--- src/rtl/pattern_scan_engine_pkg.sv ---
// pattern_scan_pkg: shared types and helpers for pattern_scan_engine.
// Holds the scan FSM state encoding, the window-match helper and a popcount.
package pattern_scan_pkg;

    typedef enum logic [1:0] {
        IDLE  = 2'd0,
        FETCH = 2'd1,
        DRAIN = 2'd2,
        DONE  = 2'd3
    } state_e;

    // Bit k of the result is set when the pat_w-bit window vec[k+pat_w-1:k]
    // matches pat under mask. vec holds {carry, byte} right-aligned, so bit k
    // is the window whose last (least significant) bit is byte bit k.
    function automatic logic [7:0] window_hits(input logic [14:0] vec,
                                               input logic [7:0]  pat,
                                               input logic [7:0]  mask,
                                               input int unsigned pat_w);
        logic [7:0] width_mask;
        logic [7:0] win;
        logic [7:0] hits;
        width_mask = 8'((16'd1 << pat_w) - 16'd1);
        hits       = 8'd0;
        for (int k = 0; k < 8; k++) begin
            win     = vec[k +: 8] & width_mask;
            hits[k] = (((win ^ pat) & mask & width_mask) == 8'd0);
        end
        return hits;
    endfunction

    // Number of set bits in an 8-bit vector.
    function automatic logic [3:0] popcount8(input logic [7:0] v);
        logic [3:0] c;
        c = 4'd0;
        for (int i = 0; i < 8; i++) begin
            c = c + {3'd0, v[i]};
        end
        return c;
    endfunction

endpackage

--- src/rtl/pattern_scan_engine_if.sv ---
// pattern_scan_engine_if: data-memory read port (strobe, address, data).
// Read data is returned exactly one cycle after the strobe.
interface pattern_scan_engine_if #(
    parameter int ADDR_W = 8
);
    logic              mem_rd;
    logic [ADDR_W-1:0] mem_addr;
    logic [7:0]        mem_rdata;

    modport master (output mem_rd, output mem_addr, input mem_rdata);
    modport slave  (input mem_rd, input mem_addr, output mem_rdata);
endinterface

--- src/rtl/pattern_scan_engine_window_matcher.sv ---
// window_matcher: combinational match of all windows ending in one byte.
// Bits k = 0..8-PAT_W of the byte are in-byte windows; the rest cross into
// the carry from the previous byte and are suppressed for the first byte.
module window_matcher
    import pattern_scan_pkg::*;
#(
    parameter int PAT_W = 5
) (
    input  logic [PAT_W+6:0] window_i,
    input  logic [PAT_W-1:0] pattern_i,
    input  logic [PAT_W-1:0] mask_i,
    input  logic             first_i,
    output logic [3:0]       stream_cnt_o,
    output logic [3:0]       inbyte_cnt_o,
    output logic             any_inbyte_o
);
    localparam logic [7:0] INBYTE_SEL = 8'((16'd1 << (9 - PAT_W)) - 16'd1);

    logic [7:0] hits_s;
    logic [7:0] inbyte_s;
    logic [7:0] stream_s;

    // Evaluate the eight windows and split them into in-byte / stream sets.
    always_comb begin
        hits_s   = window_hits(15'(window_i), 8'(pattern_i), 8'(mask_i), PAT_W);
        inbyte_s = hits_s & INBYTE_SEL;
        if (first_i) begin
            stream_s = inbyte_s;
        end else begin
            stream_s = hits_s;
        end
        stream_cnt_o = popcount8(stream_s);
        inbyte_cnt_o = popcount8(inbyte_s);
        any_inbyte_o = |inbyte_s;
    end
endmodule

--- src/rtl/pattern_scan_engine.sv ---
// pattern_scan_engine: streams NBYTES bytes from data memory and counts
// PAT_W-bit pattern matches (in-byte, bytes with a hit, whole bit stream).
// Optional feature macro: PATCNT_MASK_EN adds a pat_mask input port that
// selects which pattern bits take part in the compare.
module pattern_scan_engine
    import pattern_scan_pkg::*;
#(
    parameter int PAT_W  = 5,
    parameter int NBYTES = 32,
    parameter int ADDR_W = 8,
    parameter int CNT_W  = $clog2(8 * NBYTES + 1)
) (
    input  logic                  clk,
    input  logic                  reset,
    input  logic                  start,
    input  logic [PAT_W-1:0]      pattern,
`ifdef PATCNT_MASK_EN
    input  logic [PAT_W-1:0]      pat_mask,
`endif
    input  logic [ADDR_W-1:0]     base_addr,
    pattern_scan_engine_if.master mem,
    output logic                  busy,
    output logic                  done,
    output logic [CNT_W-1:0]      cnt_inbyte,
    output logic [CNT_W-1:0]      cnt_bytes,
    output logic [CNT_W-1:0]      cnt_stream
);
    localparam logic [7:0] LAST_IDX = 8'(NBYTES - 1);

    state_e            state_q, state_d;
    logic              start_acc_s;
    logic              busy_d, done_d, rd_d;
    logic              busy_q, done_q, rd_q, valid_q, first_q;
    logic [ADDR_W-1:0] addr_q;
    logic [7:0]        idx_q;
    logic [PAT_W-1:0]  pattern_q;
    logic [PAT_W-1:0]  mask_s;
    logic [PAT_W-2:0]  carry_q;
    logic [CNT_W-1:0]  cnt_inbyte_q, cnt_bytes_q, cnt_stream_q;
    logic [3:0]        stream_cnt_s, inbyte_cnt_s;
    logic              any_inbyte_s;

`ifdef PATCNT_MASK_EN
    logic [PAT_W-1:0]  mask_q;
    assign mask_s = mask_q;
`else
    assign mask_s = {PAT_W{1'b1}};
`endif

    // A start is honoured only when no run is in flight.
    assign start_acc_s = start && ((state_q == IDLE) || (state_q == DONE));

    window_matcher #(.PAT_W(PAT_W)) u_matcher (
        .window_i     ({carry_q, mem.mem_rdata}),
        .pattern_i    (pattern_q),
        .mask_i       (mask_s),
        .first_i      (first_q),
        .stream_cnt_o (stream_cnt_s),
        .inbyte_cnt_o (inbyte_cnt_s),
        .any_inbyte_o (any_inbyte_s)
    );

    // FSM state register.
    always_ff @(posedge clk or posedge reset) begin
        if (reset) begin
            state_q <= IDLE;
        end else begin
            state_q <= state_d;
        end
    end

    // FSM next-state logic.
    always_comb begin
        state_d = state_q;
        case (state_q)
            IDLE:    if (start) state_d = FETCH; else state_d = IDLE;
            FETCH:   if (idx_q == LAST_IDX) state_d = DRAIN; else state_d = FETCH;
            DRAIN:   state_d = DONE;
            DONE:    if (start) state_d = FETCH; else state_d = DONE;
            default: state_d = IDLE;
        endcase
    end

    // FSM outputs, computed from the next state so they register in step with it.
    always_comb begin
        busy_d = (state_d == FETCH) || (state_d == DRAIN);
        done_d = (state_d == DONE);
        rd_d   = (state_d == FETCH);
    end

    // Address counter, pattern latch, carry register and accumulators.
    always_ff @(posedge clk or posedge reset) begin
        if (reset) begin
            busy_q       <= 1'b0;
            done_q       <= 1'b0;
            rd_q         <= 1'b0;
            valid_q      <= 1'b0;
            first_q      <= 1'b0;
            addr_q       <= '0;
            idx_q        <= 8'd0;
            pattern_q    <= '0;
`ifdef PATCNT_MASK_EN
            mask_q       <= '0;
`endif
            carry_q      <= '0;
            cnt_inbyte_q <= '0;
            cnt_bytes_q  <= '0;
            cnt_stream_q <= '0;
        end else begin
            busy_q  <= busy_d;
            done_q  <= done_d;
            rd_q    <= rd_d;
            valid_q <= rd_q;
            if (start_acc_s) begin
                pattern_q    <= pattern;
`ifdef PATCNT_MASK_EN
                mask_q       <= pat_mask;
`endif
                addr_q       <= base_addr;
                idx_q        <= 8'd0;
                first_q      <= 1'b1;
                carry_q      <= '0;
                cnt_inbyte_q <= '0;
                cnt_bytes_q  <= '0;
                cnt_stream_q <= '0;
            end else begin
                if ((state_q == FETCH) && (state_d == FETCH)) begin
                    addr_q <= addr_q + {{(ADDR_W-1){1'b0}}, 1'b1};
                    idx_q  <= idx_q + 8'd1;
                end
                if (valid_q) begin
                    cnt_stream_q <= cnt_stream_q + CNT_W'(stream_cnt_s);
                    cnt_inbyte_q <= cnt_inbyte_q + CNT_W'(inbyte_cnt_s);
                    cnt_bytes_q  <= cnt_bytes_q + CNT_W'(any_inbyte_s);
                    carry_q      <= mem.mem_rdata[PAT_W-2:0];
                    first_q      <= 1'b0;
                end
            end
        end
    end

    assign mem.mem_rd   = rd_q;
    assign mem.mem_addr = addr_q;
    assign busy         = busy_q;
    assign done         = done_q;
    assign cnt_inbyte   = cnt_inbyte_q;
    assign cnt_bytes    = cnt_bytes_q;
    assign cnt_stream   = cnt_stream_q;
endmodule

--- src/flat_wrapper.sv ---
// flat-port wrapper written by rule: the top's interface ports become plain ports
module pattern_scan_engine_flat import pattern_scan_pkg::*;
#(
    parameter int PAT_W  = 5,
    parameter int NBYTES = 32,
    parameter int ADDR_W = 8,
    parameter int CNT_W  = $clog2(8 * NBYTES + 1)
)
  (clk, reset, start, pattern, base_addr, busy, done, cnt_inbyte, cnt_bytes, cnt_stream, mem_mem_rd, mem_mem_addr, mem_mem_rdata);
  pattern_scan_engine_if #(.ADDR_W(ADDR_W)) mem_i ();
  input  logic clk;
  input  logic reset;
  input  logic start;
  input  logic [PAT_W-1:0] pattern;
  input  logic [ADDR_W-1:0] base_addr;
  output logic busy;
  output logic done;
  output logic [CNT_W-1:0] cnt_inbyte;
  output logic [CNT_W-1:0] cnt_bytes;
  output logic [CNT_W-1:0] cnt_stream;
  output wire logic [$bits(mem_i.mem_rd)-1:0] mem_mem_rd;
  output wire logic [$bits(mem_i.mem_addr)-1:0] mem_mem_addr;
  input wire logic [$bits(mem_i.mem_rdata)-1:0] mem_mem_rdata;
  assign mem_mem_rd = mem_i.mem_rd;
  assign mem_mem_addr = mem_i.mem_addr;
  assign mem_i.mem_rdata = mem_mem_rdata;
  pattern_scan_engine #(.PAT_W(PAT_W), .NBYTES(NBYTES), .ADDR_W(ADDR_W), .CNT_W(CNT_W)) u_core (.clk(clk), .reset(reset), .start(start), .pattern(pattern), .base_addr(base_addr), .mem(mem_i), .busy(busy), .done(done), .cnt_inbyte(cnt_inbyte), .cnt_bytes(cnt_bytes), .cnt_stream(cnt_stream));
endmodule
--- config.mk ---
export PLATFORM = sky130hd
export DESIGN_NAME = pattern_scan_engine_flat
export DESIGN_NICKNAME = d
export VERILOG_FILES = /design/src/rtl/pattern_scan_engine_pkg.sv /design/src/rtl/pattern_scan_engine_if.sv /design/src/rtl/pattern_scan_engine_window_matcher.sv /design/src/rtl/pattern_scan_engine.sv /design/src/flat_wrapper.sv
export SDC_FILE = /design/constraint.sdc
export NUM_CORES = 1
export LEC_CHECK = 0
export BUFFER_PORTS_ARGS = -buffer_cell sky130_fd_sc_hd__buf_2
export CAP_MARGIN = 20
export CORE_ASPECT_RATIO = 0.75
export CORE_MARGIN = 1.5
export CORE_UTILIZATION = 40
export DETAILED_ROUTE_END_ITERATION = 12
export HOLD_SLACK_MARGIN = 0.03
export PLACE_DENSITY_LB_ADDON = 0.08
export SETUP_SLACK_MARGIN = 0.02
export SYNTH_ARGS = -nofsm -noshare
export SYNTH_HDL_FRONTEND = slang
export SYNTH_SLANG_ARGS = --single-unit
--- constraint.sdc ---
create_clock -name clk -period 5.03 [get_ports clk]
set_input_delay 1.509 -clock clk [delete_from_list [all_inputs] [get_ports clk]]
set_output_delay 1.509 -clock clk [all_outputs]
set_load 0.01 [all_outputs]
==> Implementation_results.wiki, run 1 <==
{| class="wikitable"
! Metric !! Value
|-
| Count of clock tree sinks || 59
|-
| Reported leakage power || 2.30 nW
|-
| EDFF count, synth || 0
|-
| Clock input transition at the sequential cells of the worst setup and hold paths || 0.05 ns
|-
| Main combinational cell family by area after synthesis || simple AND/OR/NAND/NOR gates
|-
| Number of search-and-repair iterations in the first detailed-routing pass || 4
|-
| Post-CTS Hold Fix Bufs || 0
|-
| Tot GR Track Use || 18.3%
|-
| Number of hold violations in the final report || 0
|-
| Top cells by area in the synthesized netlist || sky130_fd_sc_hd__dfrtp_1 (40%), sky130_fd_sc_hd__xor2_1 (9.6%), sky130_fd_sc_hd__ha_1 (7.9%)
|-
| Non-Filler Instances || 580
|-
| Chip height || 85.9 um
|-
| Highest clock frequency the design can meet || 200 MHz
|-
| Endpoints failing setup || 0
|-
| Total of buffers placed on input and output ports || 61
|-
| Number of max-cap violations || 0
|-
| Vias || 2940
|-
| CP required || 5.22 ns
|-
| Area overhead of the layout relative to synthesis || 25.4%
|-
| Clk buf depth || 2
|-
| Worst ir drop on vdd || 0.243 mV
|-
| Detailed Route WL || 8140 um
|-
| Worst Path Arrival || 5.19 ns
|-
| Max-slew violation total from the final report || 0
|-
| Sequential power share || 33.8%
|-
| Residual DRC || 0
|-
| Post-synthesis area per instance || 9.45 sq um
|-
| Fraction of power spent switching nets || 37.7%
|-
| Vias per inst || 5.07
|-
| Skew-Pair Late Insertion Delay || 0.33 ns
|-
| Drt wl/cell || 14.0 um
|-
| Number of unique standard cell types used by synthesis || 30
|-
| Largest net degree at the start of global routing || 41
|-
| Post-Route Skew || 0.00642 ns
|-
| Warnings, synthesis || 0
|-
| TritonCTS clock tree || yes
|-
| Post-synthesis net count || 442
|-
| Count of antenna diodes in the layout || 0
|-
| Number of buffers created by CTS || 9
|-
| Share of cells above drive strength 1 || 24.6%
|-
| Highest fanout seen on the critical path || 6
|-
| Clk root buf || sky130_fd_sc_hd__clkbuf_16
|-
| Full die area || 9750 sq um
|-
| Proportion of netlist area held by the largest area contributor || 40.3%
|-
| Xor and xnor area share after synthesis || 15.3%
|-
| Slew @ Worst Pin || 0.699 ns
|-
| Gate count after technology mapping || 388
|-
| Post-synthesis simple-gate area fraction || 17.2%
|-
| Number of global-route vias before repair || 2840
|-
| Proportion of synthesized chip area in sequential cells || 40.3%
|-
| Kind of launch point of the worst setup path || primary input
|-
| Post-synthesis register bit count || 59
|-
| Antenna-violating nets left || 0
|-
| Grt ovf || 0
|-
| Prevailing post-synth register cell || sky130_fd_sc_hd__dfrtp_1
|-
| Row cnt || 30
|-
| Core occupancy in the finished layout || 51.2%
|-
| Capturing element type of the critical path || flip-flop
|-
| Cell count after placement || 557
|-
| Library cell occupying the most area in the post-synthesis netlist || sky130_fd_sc_hd__dfrtp_1
|-
| Core outline area || 8970 sq um
|-
| Starting Density || 40.9%
|-
| Net switching power figure || 0.000892 W
|-
| Wire length of the first global-routing pass || 13800 um
|-
| Most frequent cells after synthesis || sky130_fd_sc_hd__dfrtp_1 (59), sky130_fd_sc_hd__xor2_1 (40), sky130_fd_sc_hd__nand2_1 (35), sky130_fd_sc_hd__nor2_1 (34), sky130_fd_sc_hd__xnor2_1 (24)
|-
| Crit Path Category || in2reg
|-
| Run status || completed
|-
| Total number of nets in the final design || 517
|-
| Power Internal || 0.00148 W
|-
| Power density over the cells || 516 nW/um^2
|-
| Fraction of synthesized area in multiplexers || 3.28%
|-
| Shortest period the worst path allows || 5.00 ns
|-
| Initial DRC count || 126
|-
| Class of the worst hold path || reg2reg
|-
| Ys async rst share || 100%
|-
| Combinational share of power || 38.0%
|-
| Share of the synthesized area in compound gates (AO/OA/AOI/OAI) || 7.44%
|-
| Final cycle utilization of the critical path || 99.4%
|-
| Final HPWL DP || 5850 um
|-
| Most repeated cell in the gate-level netlist after synthesis || sky130_fd_sc_hd__dfrtp_1
|-
| Total Negative Setup Slacks || 0 ns
|-
| Area share of fa/ha/maj cells after synthesis || 11.7%
|-
| Antenna violations before repair || 0
|-
| # IOs || 62
|-
| Max H-tree Level || 3
|-
| Worst slew margin relative to its limit || 53.3%
|-
| Clock power frac || 28.2%
|-
| Post-synthesis instance area || 3660 sq um
|-
| Setup repair after global routing missed its margin || true
|-
| Weighted congestion at the end of routability-driven global placement || 0.821
|-
| Width of the die || 114 um
|}
==> final cells by class <==
| class | instances | area (sq um) |
|---|---|---|
| Multi-Input combinational cell | 287 | 2070 |
| Clock inverter | 4 | 72.6 |
| Clock buffer | 12 | 256 |
| Fill cell | 879 | 4380 |
| Sequential cell | 59 | 1480 |
| Timing Repair Buffer | 85 | 502 |
| Inverter | 21 | 78.8 |
| Tap cell | 112 | 140 |
==> state kept, by name, indices dropped and copies added, names as in the netlist <==
register and cells:
u_core.idx_q 8, u_core.mem.mem_addr 8, u_core.carry_q 4, u_core.first_q 1
u_core.cnt_bytes 9, u_core.busy 1, u_core.cnt_inbyte 9, u_core.cnt_stream 9
u_core.state_q 2, u_core.done 1, u_core.valid_q 1, u_core.pattern_q 5
u_core.mem.mem_rd 1
==> power groups by stage <==
stage          logic (W)  clock network, W  registers (W)
2_1_floorplan   0.000698                 0       0.000730
3_3_place_gp    0.000858                 0       0.000803
3_5_place_dp    0.000878                 0       0.000807
4_1_cts         0.000889          0.000684       0.000802
5_1_grt          0.00102          0.000709       0.000821
6_report        0.000900          0.000668       0.000802
==> worst paths after layout <==
check / startpoint / to / slack [ns] / depth (start not counted)
max: mem_mem_rdata[4] / u_core.cnt_stream[6] / 0.03 / 16
min: u_core.mem.mem_rd / u_core.valid_q / 0.37 / 0
max reg2reg: u_core.pattern_q[0] / u_core.cnt_stream[6] / 0.65 / 15
min reg2reg: u_core.mem.mem_rd / u_core.valid_q / 0.37 / 0
max in group asynchronous: reset / u_core.cnt_inbyte[1] / 2.93 / 3
min in group asynchronous: reset / u_core.idx_q[7] / 1.29 / 2
==> kinds of logic (layout without fill, tap and decap cells) <==
group | count (synthesis) | in the layout
buf+inv | 42 | 122
simple gates | 132 | 132
fa+ha+maj | 30 | 30
xor+xnor | 64 | 64
mux | 12 | 12
flops | 59 | 59
compound gates | 49 | 49
==> routing by layer <==
metal | up-vias | global-route usage (%) | wire (um) | share of wire [%]
met2 | 68 | 28.5 | 3690 | 45
met5 | - | 0 | 0 | 0
met4 | 0 | 5.80 | 95 | 1.2
met3 | 13 | 4.66 | 347 | 4.3
li1 | 1447 | - | - | -
met1 | 1412 | 25.0 | 4010 | 49
==> per-stage QoR <==
| step | setup slack [ns] | instance area [sq um] | total power (W) | hold slack (ns) |
|---|---|---|---|---|
| CTS | 0.0152 | 4520 | 0.00237 | 0.381 |
| detailed placement | -0.373 | 4170 | 0.00168 | 0.362 |
| global placement | -0.262 | 4170 | 0.00166 | 0.361 |
| floorplan | -0.105 | 3720 | 0.00143 | 0.416 |
| finish | 0.0322 | 4600 | 0.00237 | 0.375 |
| global route | -0.123 | 4600 | 0.00255 | 0.397 |
==> cell usage in the layout (no fill, tap or decap), types with 3 or more instances in the layout <==
cell type,count
sky130_fd_sc_hd__o21ai_0,17
sky130_fd_sc_hd__nand2_1,35
sky130_fd_sc_hd__nor3_1,9
sky130_fd_sc_hd__or3_1,9
sky130_fd_sc_hd__xnor2_1,22
sky130_fd_sc_hd__nor2b_1,3
sky130_fd_sc_hd__fa_2,3
sky130_fd_sc_hd__nand3_1,14
sky130_fd_sc_hd__xor2_1,40
sky130_fd_sc_hd__a21o_1,4
sky130_fd_sc_hd__inv_2,3
sky130_fd_sc_hd__fa_1,4
sky130_fd_sc_hd__mux2i_1,12
sky130_fd_sc_hd__buf_2,59
sky130_fd_sc_hd__buf_4,24
sky130_fd_sc_hd__clkbuf_16,9
sky130_fd_sc_hd__nor4_1,4
sky130_fd_sc_hd__a21oi_1,17
sky130_fd_sc_hd__nand2b_1,3
sky130_fd_sc_hd__ha_1,23
sky130_fd_sc_hd__dfrtp_1,59
sky130_fd_sc_hd__and3_1,4
sky130_fd_sc_hd__inv_1,18
sky130_fd_sc_hd__nor2_1,33
sky130_fd_sc_hd__nand4_1,11
==> worst max-delay path, stage by stage <==
cell and delay [ns]:
sky130_fd_sc_hd__buf_8 0.10, sky130_fd_sc_hd__buf_4 0.12, sky130_fd_sc_hd__xnor2_1 0.11, sky130_fd_sc_hd__and4_1 0.19
sky130_fd_sc_hd__ha_1 0.29, sky130_fd_sc_hd__inv_2 0.04, sky130_fd_sc_hd__fa_1 0.49, sky130_fd_sc_hd__fa_1 0.45
sky130_fd_sc_hd__fa_2 0.39, sky130_fd_sc_hd__fa_2 0.53, sky130_fd_sc_hd__inv_2 0.05, sky130_fd_sc_hd__fa_2 0.33
sky130_fd_sc_hd__a21o_1 0.17, sky130_fd_sc_hd__a21oi_2 0.21, sky130_fd_sc_hd__or3_1 0.14, sky130_fd_sc_hd__a21oi_1 0.06
==> repair_timing <==
action                     in CTS  in global routing
pin swaps                       2                  2
setup endpoints to repair       3                  7
buffers inserted                3                  4
gates resized for setup         2                 10
Power figures use the tool's default switching activity.
==> inputs of run 2 (changes only) <==
--- a/config.mk
+++ b/config.mk
@@ -7,6 +7,8 @@
 export LEC_CHECK = 0
 export BUFFER_PORTS_ARGS = -buffer_cell sky130_fd_sc_hd__buf_2
 export CAP_MARGIN = 20
+export CELL_PAD_IN_SITES_DETAIL_PLACEMENT = 1
+export CELL_PAD_IN_SITES_GLOBAL_PLACEMENT = 1
 export CORE_ASPECT_RATIO = 0.75
 export CORE_MARGIN = 1.5
 export CORE_UTILIZATION = 40
==> run 2 against run 1 <==
Effect of this change: the run now ends with negative setup slack left; die area did not move; sequential share of layout area increased by 0.12 points; first-iteration DRC count fell by 40%; combinational power up 3.7%; non-clock buffer count decreased by 3; worst hold slack barely moved; fmax down 1.3%.
==> Implementation_results.wiki, run 2 (synthesized netlist as in run 1, its figures left out) <==
{| class="wikitable"
! Metric !! Value
|-
| Run status || finished with violations (was completed)
|-
| Violated checks || negative setup slack
|-
| Class of the worst hold path || reg2reg (unchanged)
|-
| Starting Density || 40.9% (unchanged)
|-
| Capturing element type of the critical path || flip-flop (unchanged)
|-
| Clock power frac || 24.6% (was 28.2%)
|-
| Tot GR Track Use || 20.5% (was 18.3%)
|-
| Setup repair after global routing missed its margin || true (unchanged)
|-
| Vias || 2947 (was 2940)
|-
| Weighted congestion at the end of routability-driven global placement || 0.783 (was 0.821)
|-
| CP required || 5.29 ns (was 5.22 ns)
|-
| Number of filler instances in the final layout || 1078 (was 879)
|-
| Skew-Pair Late Insertion Delay || 0.33 ns (about the same)
|-
| Setup slack of the critical path after layout || -0.0345 ns (was 0.0322 ns)
|-
| Net switching power figure || 0.000919 W (was 0.000892 W)
|-
| # IOs || 62 (unchanged)
|-
| Slew @ Worst Pin || 0.677 ns (was 0.699 ns)
|-
| Clk root buf || sky130_fd_sc_hd__clkbuf_16 (unchanged)
|-
| Worst slew margin relative to its limit || 54.8% (was 53.3%)
|-
| Crit Path Category || in2reg (unchanged)
|-
| Number of global-route vias before repair || 3034 (was 2840)
|-
| Largest net degree at the start of global routing || 39 (was 41)
|-
| Share of cells above drive strength 1 || 24.8% (was 24.6%)
|-
| Initial DRC count || 76 (was 126)
|-
| Vias per inst || 5.12 (was 5.07)
|-
| Fraction of power spent switching nets || 39.5% (was 37.7%)
|-
| Number of hold violations in the final report || 0 (unchanged)
|-
| Reported leakage power || 2.28 nW (was 2.30 nW)
|-
| TritonCTS clock tree || yes (unchanged)
|-
| Number of search-and-repair iterations in the first detailed-routing pass || 4 (unchanged)
|-
| Max-slew violation total from the final report || 0 (unchanged)
|-
| Drt wl/cell || 16.2 um (was 14.0 um)
|-
| Total number of nets in the final design || 514 (was 517)
|-
| Residual DRC || 0 (unchanged)
|-
| Power Internal || 0.00141 W (was 0.00148 W)
|-
| Endpoints failing setup || 4 (was 0)
|-
| Worst Path Arrival || 5.32 ns (was 5.19 ns)
|-
| Total area of multi-input combinational cells || 2100 sq um (was 2070 sq um)
|-
| Delay contributed by the slowest stage of the critical path || 0.47 ns (was 0.53 ns)
|-
| Number of buffers created by CTS || 9 (unchanged)
|-
| Post-CTS Hold Fix Bufs || 0 (unchanged)
|-
| Grt ovf || 0 (unchanged)
|-
| Core outline area || 8970 sq um (unchanged)
|-
| Highest clock frequency the design can meet || 197 MHz (was 200 MHz)
|-
| Sequential Area || 1480 sq um (unchanged)
|-
| Slowest library cell on the worst path || sky130_fd_sc_hd__fa_1 (was sky130_fd_sc_hd__fa_2)
|-
| Number of max-cap violations || 0 (unchanged)
|-
| CP cell instances || buf_8 > xor2_1 > nor2_1 > nand4_1 > inv_1 > ha_1 > inv_2 > fa_1 > fa_1 > fa_2 > fa_2 > xnor2_2 > ha_1 > a21o_1 > a21oi_4 > or3_1 > a21oi_2 (was buf_8 > buf_4 > xnor2_1 > and4_1 > ha_1 > inv_2 > fa_1 > fa_1 > fa_2 > fa_2 > inv_2 > fa_2 > a21o_1 > a21oi_2 > or3_1 > a21oi_1)
|-
| Chip height || 85.9 um (unchanged)
|-
| Wire length of the first global-routing pass || 15600 um (was 13800 um)
|-
| Final cycle utilization of the critical path || 101% (was 99.4%)
|-
| Power density over the cells || 508 nW/um^2 (was 516 nW/um^2)
|-
| Antenna violations before repair || 0 (unchanged)
|-
| Hold_ws || 0.375 ns (about the same)
|-
| Non-Filler Instances || 576 (was 580)
|-
| Sequential power share || 35.3% (was 33.8%)
|-
| Detailed Route WL || 9310 um (was 8140 um)
|-
| Final HPWL DP || 6570 um (was 5850 um)
|-
| Kind of launch point of the worst setup path || primary input (unchanged)
|-
| Total of buffers placed on input and output ports || 61 (unchanged)
|-
| Max H-tree Level || 3 (unchanged)
|-
| Antenna-violating nets left || 0 (unchanged)
|-
| Post-Route Skew || 0.00749 ns (was 0.00642 ns)
|-
| Cell count after placement || 554 (was 557)
|-
| Row cnt || 30 (unchanged)
|-
| Width of the die || 114 um (unchanged)
|-
| Post-route cell area || 4580 sq um (was 4600 sq um)
|-
| Combinational share of power || 40.1% (was 38.0%)
|-
| Highest fanout seen on the critical path || 6 (unchanged)
|-
| Worst ir drop on vdd || 0.268 mV (was 0.243 mV)
|-
| Clk buf depth || 2 (unchanged)
|-
| Count of antenna diodes in the layout || 0 (unchanged)
|-
| Count of clock tree sinks || 59 (unchanged)
|-
| Shortest period the worst path allows || 5.06 ns (was 5.00 ns)
|-
| Most frequent cells in the layout || sky130_fd_sc_hd__buf_2 (59), sky130_fd_sc_hd__dfrtp_1 (59), sky130_fd_sc_hd__xor2_1 (40) (unchanged)
|-
| Placement Cell Area || 4140 sq um (was 4170 sq um)
|-
| Clock input transition at the sequential cells of the worst setup and hold paths || 0.05 ns (about the same)
|-
| Area overhead of the layout relative to synthesis || 24.9% (was 25.4%)
|-
| Full die area || 9750 sq um (unchanged)
|}
-- run 2: layout make-up --
type | count | area share, %
clock buffers | 13 | 5.90
clock inverters | 2 | 0.219
inverters | 21 | 1.72
multi-input cells | 287 | 45.9
flip-flops and latches | 59 | 32.2
well taps | 112 | 3.06
repair buffers | 82 | 11.0
-- run 2: path summary, 6_finish.rpt --
check / start / cells past startpoint / to / slack [ns]
setup / recovery: mem_mem_rdata[4] / 17 / u_core.cnt_stream[4] / -0.03
setup reg to reg: u_core.pattern_q[0] / 15 / u_core.cnt_stream[4] / 0.60
min in group asynchronous: reset / 2 / u_core.idx_q[4] / 1.28
hold reg to reg: u_core.mem.mem_rd / 0 / u_core.valid_q / 0.37
hold / removal: u_core.mem.mem_rd / 0 / u_core.valid_q / 0.37
max in group asynchronous: reset / 3 / u_core.cnt_inbyte[8] / 2.93
-- run 2: metrics by stage --
| step | setup TNS, ns | total power [W] | worst slack [ns] | util [%] |
|---|---|---|---|---|
| 2_1_floorplan | -0.346 | 0.00143 | -0.105 | - |
| 3_3_place_gp | -2.07 | 0.00166 | -0.349 | 46.2 |
| 3_5_place_dp | -2.64 | 0.00170 | -0.419 | 46.2 |
| 4_1_cts | 0 | 0.00230 | 0.0281 | 49.7 |
| 5_1_grt | -1.27 | 0.00251 | -0.249 | 51.0 |
| 6_report | -0.0687 | 0.00233 | -0.0345 | 51.0 |
-- run 2: worst max-delay path: cells and delay by family --
| family | cells | cell delay, ns |
|---|---|---|
| AND/OR/NAND/NOR | 3 | 0.66 |
| buffers and inverters | 3 | 0.27 |
| adder cells (fa/ha/maj) | 6 | 2.21 |
| AO/OA/AOI/OAI | 3 | 0.38 |
| XOR/XNOR | 2 | 0.28 |
-- run 2: metal layers --
metal,global-route usage [%],routed length (um),vias to the layer above
li1,-,-,1441
met1,28.4,4590,1440
met2,32.0,4340,58
met3,4.81,303,8
met4,6.48,83,0
met5,0,0,-
-- run 2: power by group through the flow --
stage / Clock [W] / Combinational (W) / Sequential, W
global placement: 0 / 0.000816 / 0.000846
global route: 0.000608 / 0.00105 / 0.000849
detailed placement: 0 / 0.000850 / 0.000848
floorplan: 0 / 0.000698 / 0.000730
finish: 0.000573 / 0.000933 / 0.000822
CTS: 0.000587 / 0.000867 / 0.000844
-- run 2: timing repair --
item | 4_1_cts | 5_1_grt
setup endpoints to repair | 5 | 7
setup buffers | 2 | 4
pin swaps | 1 | 10
gates resized for setup | 5 | 13
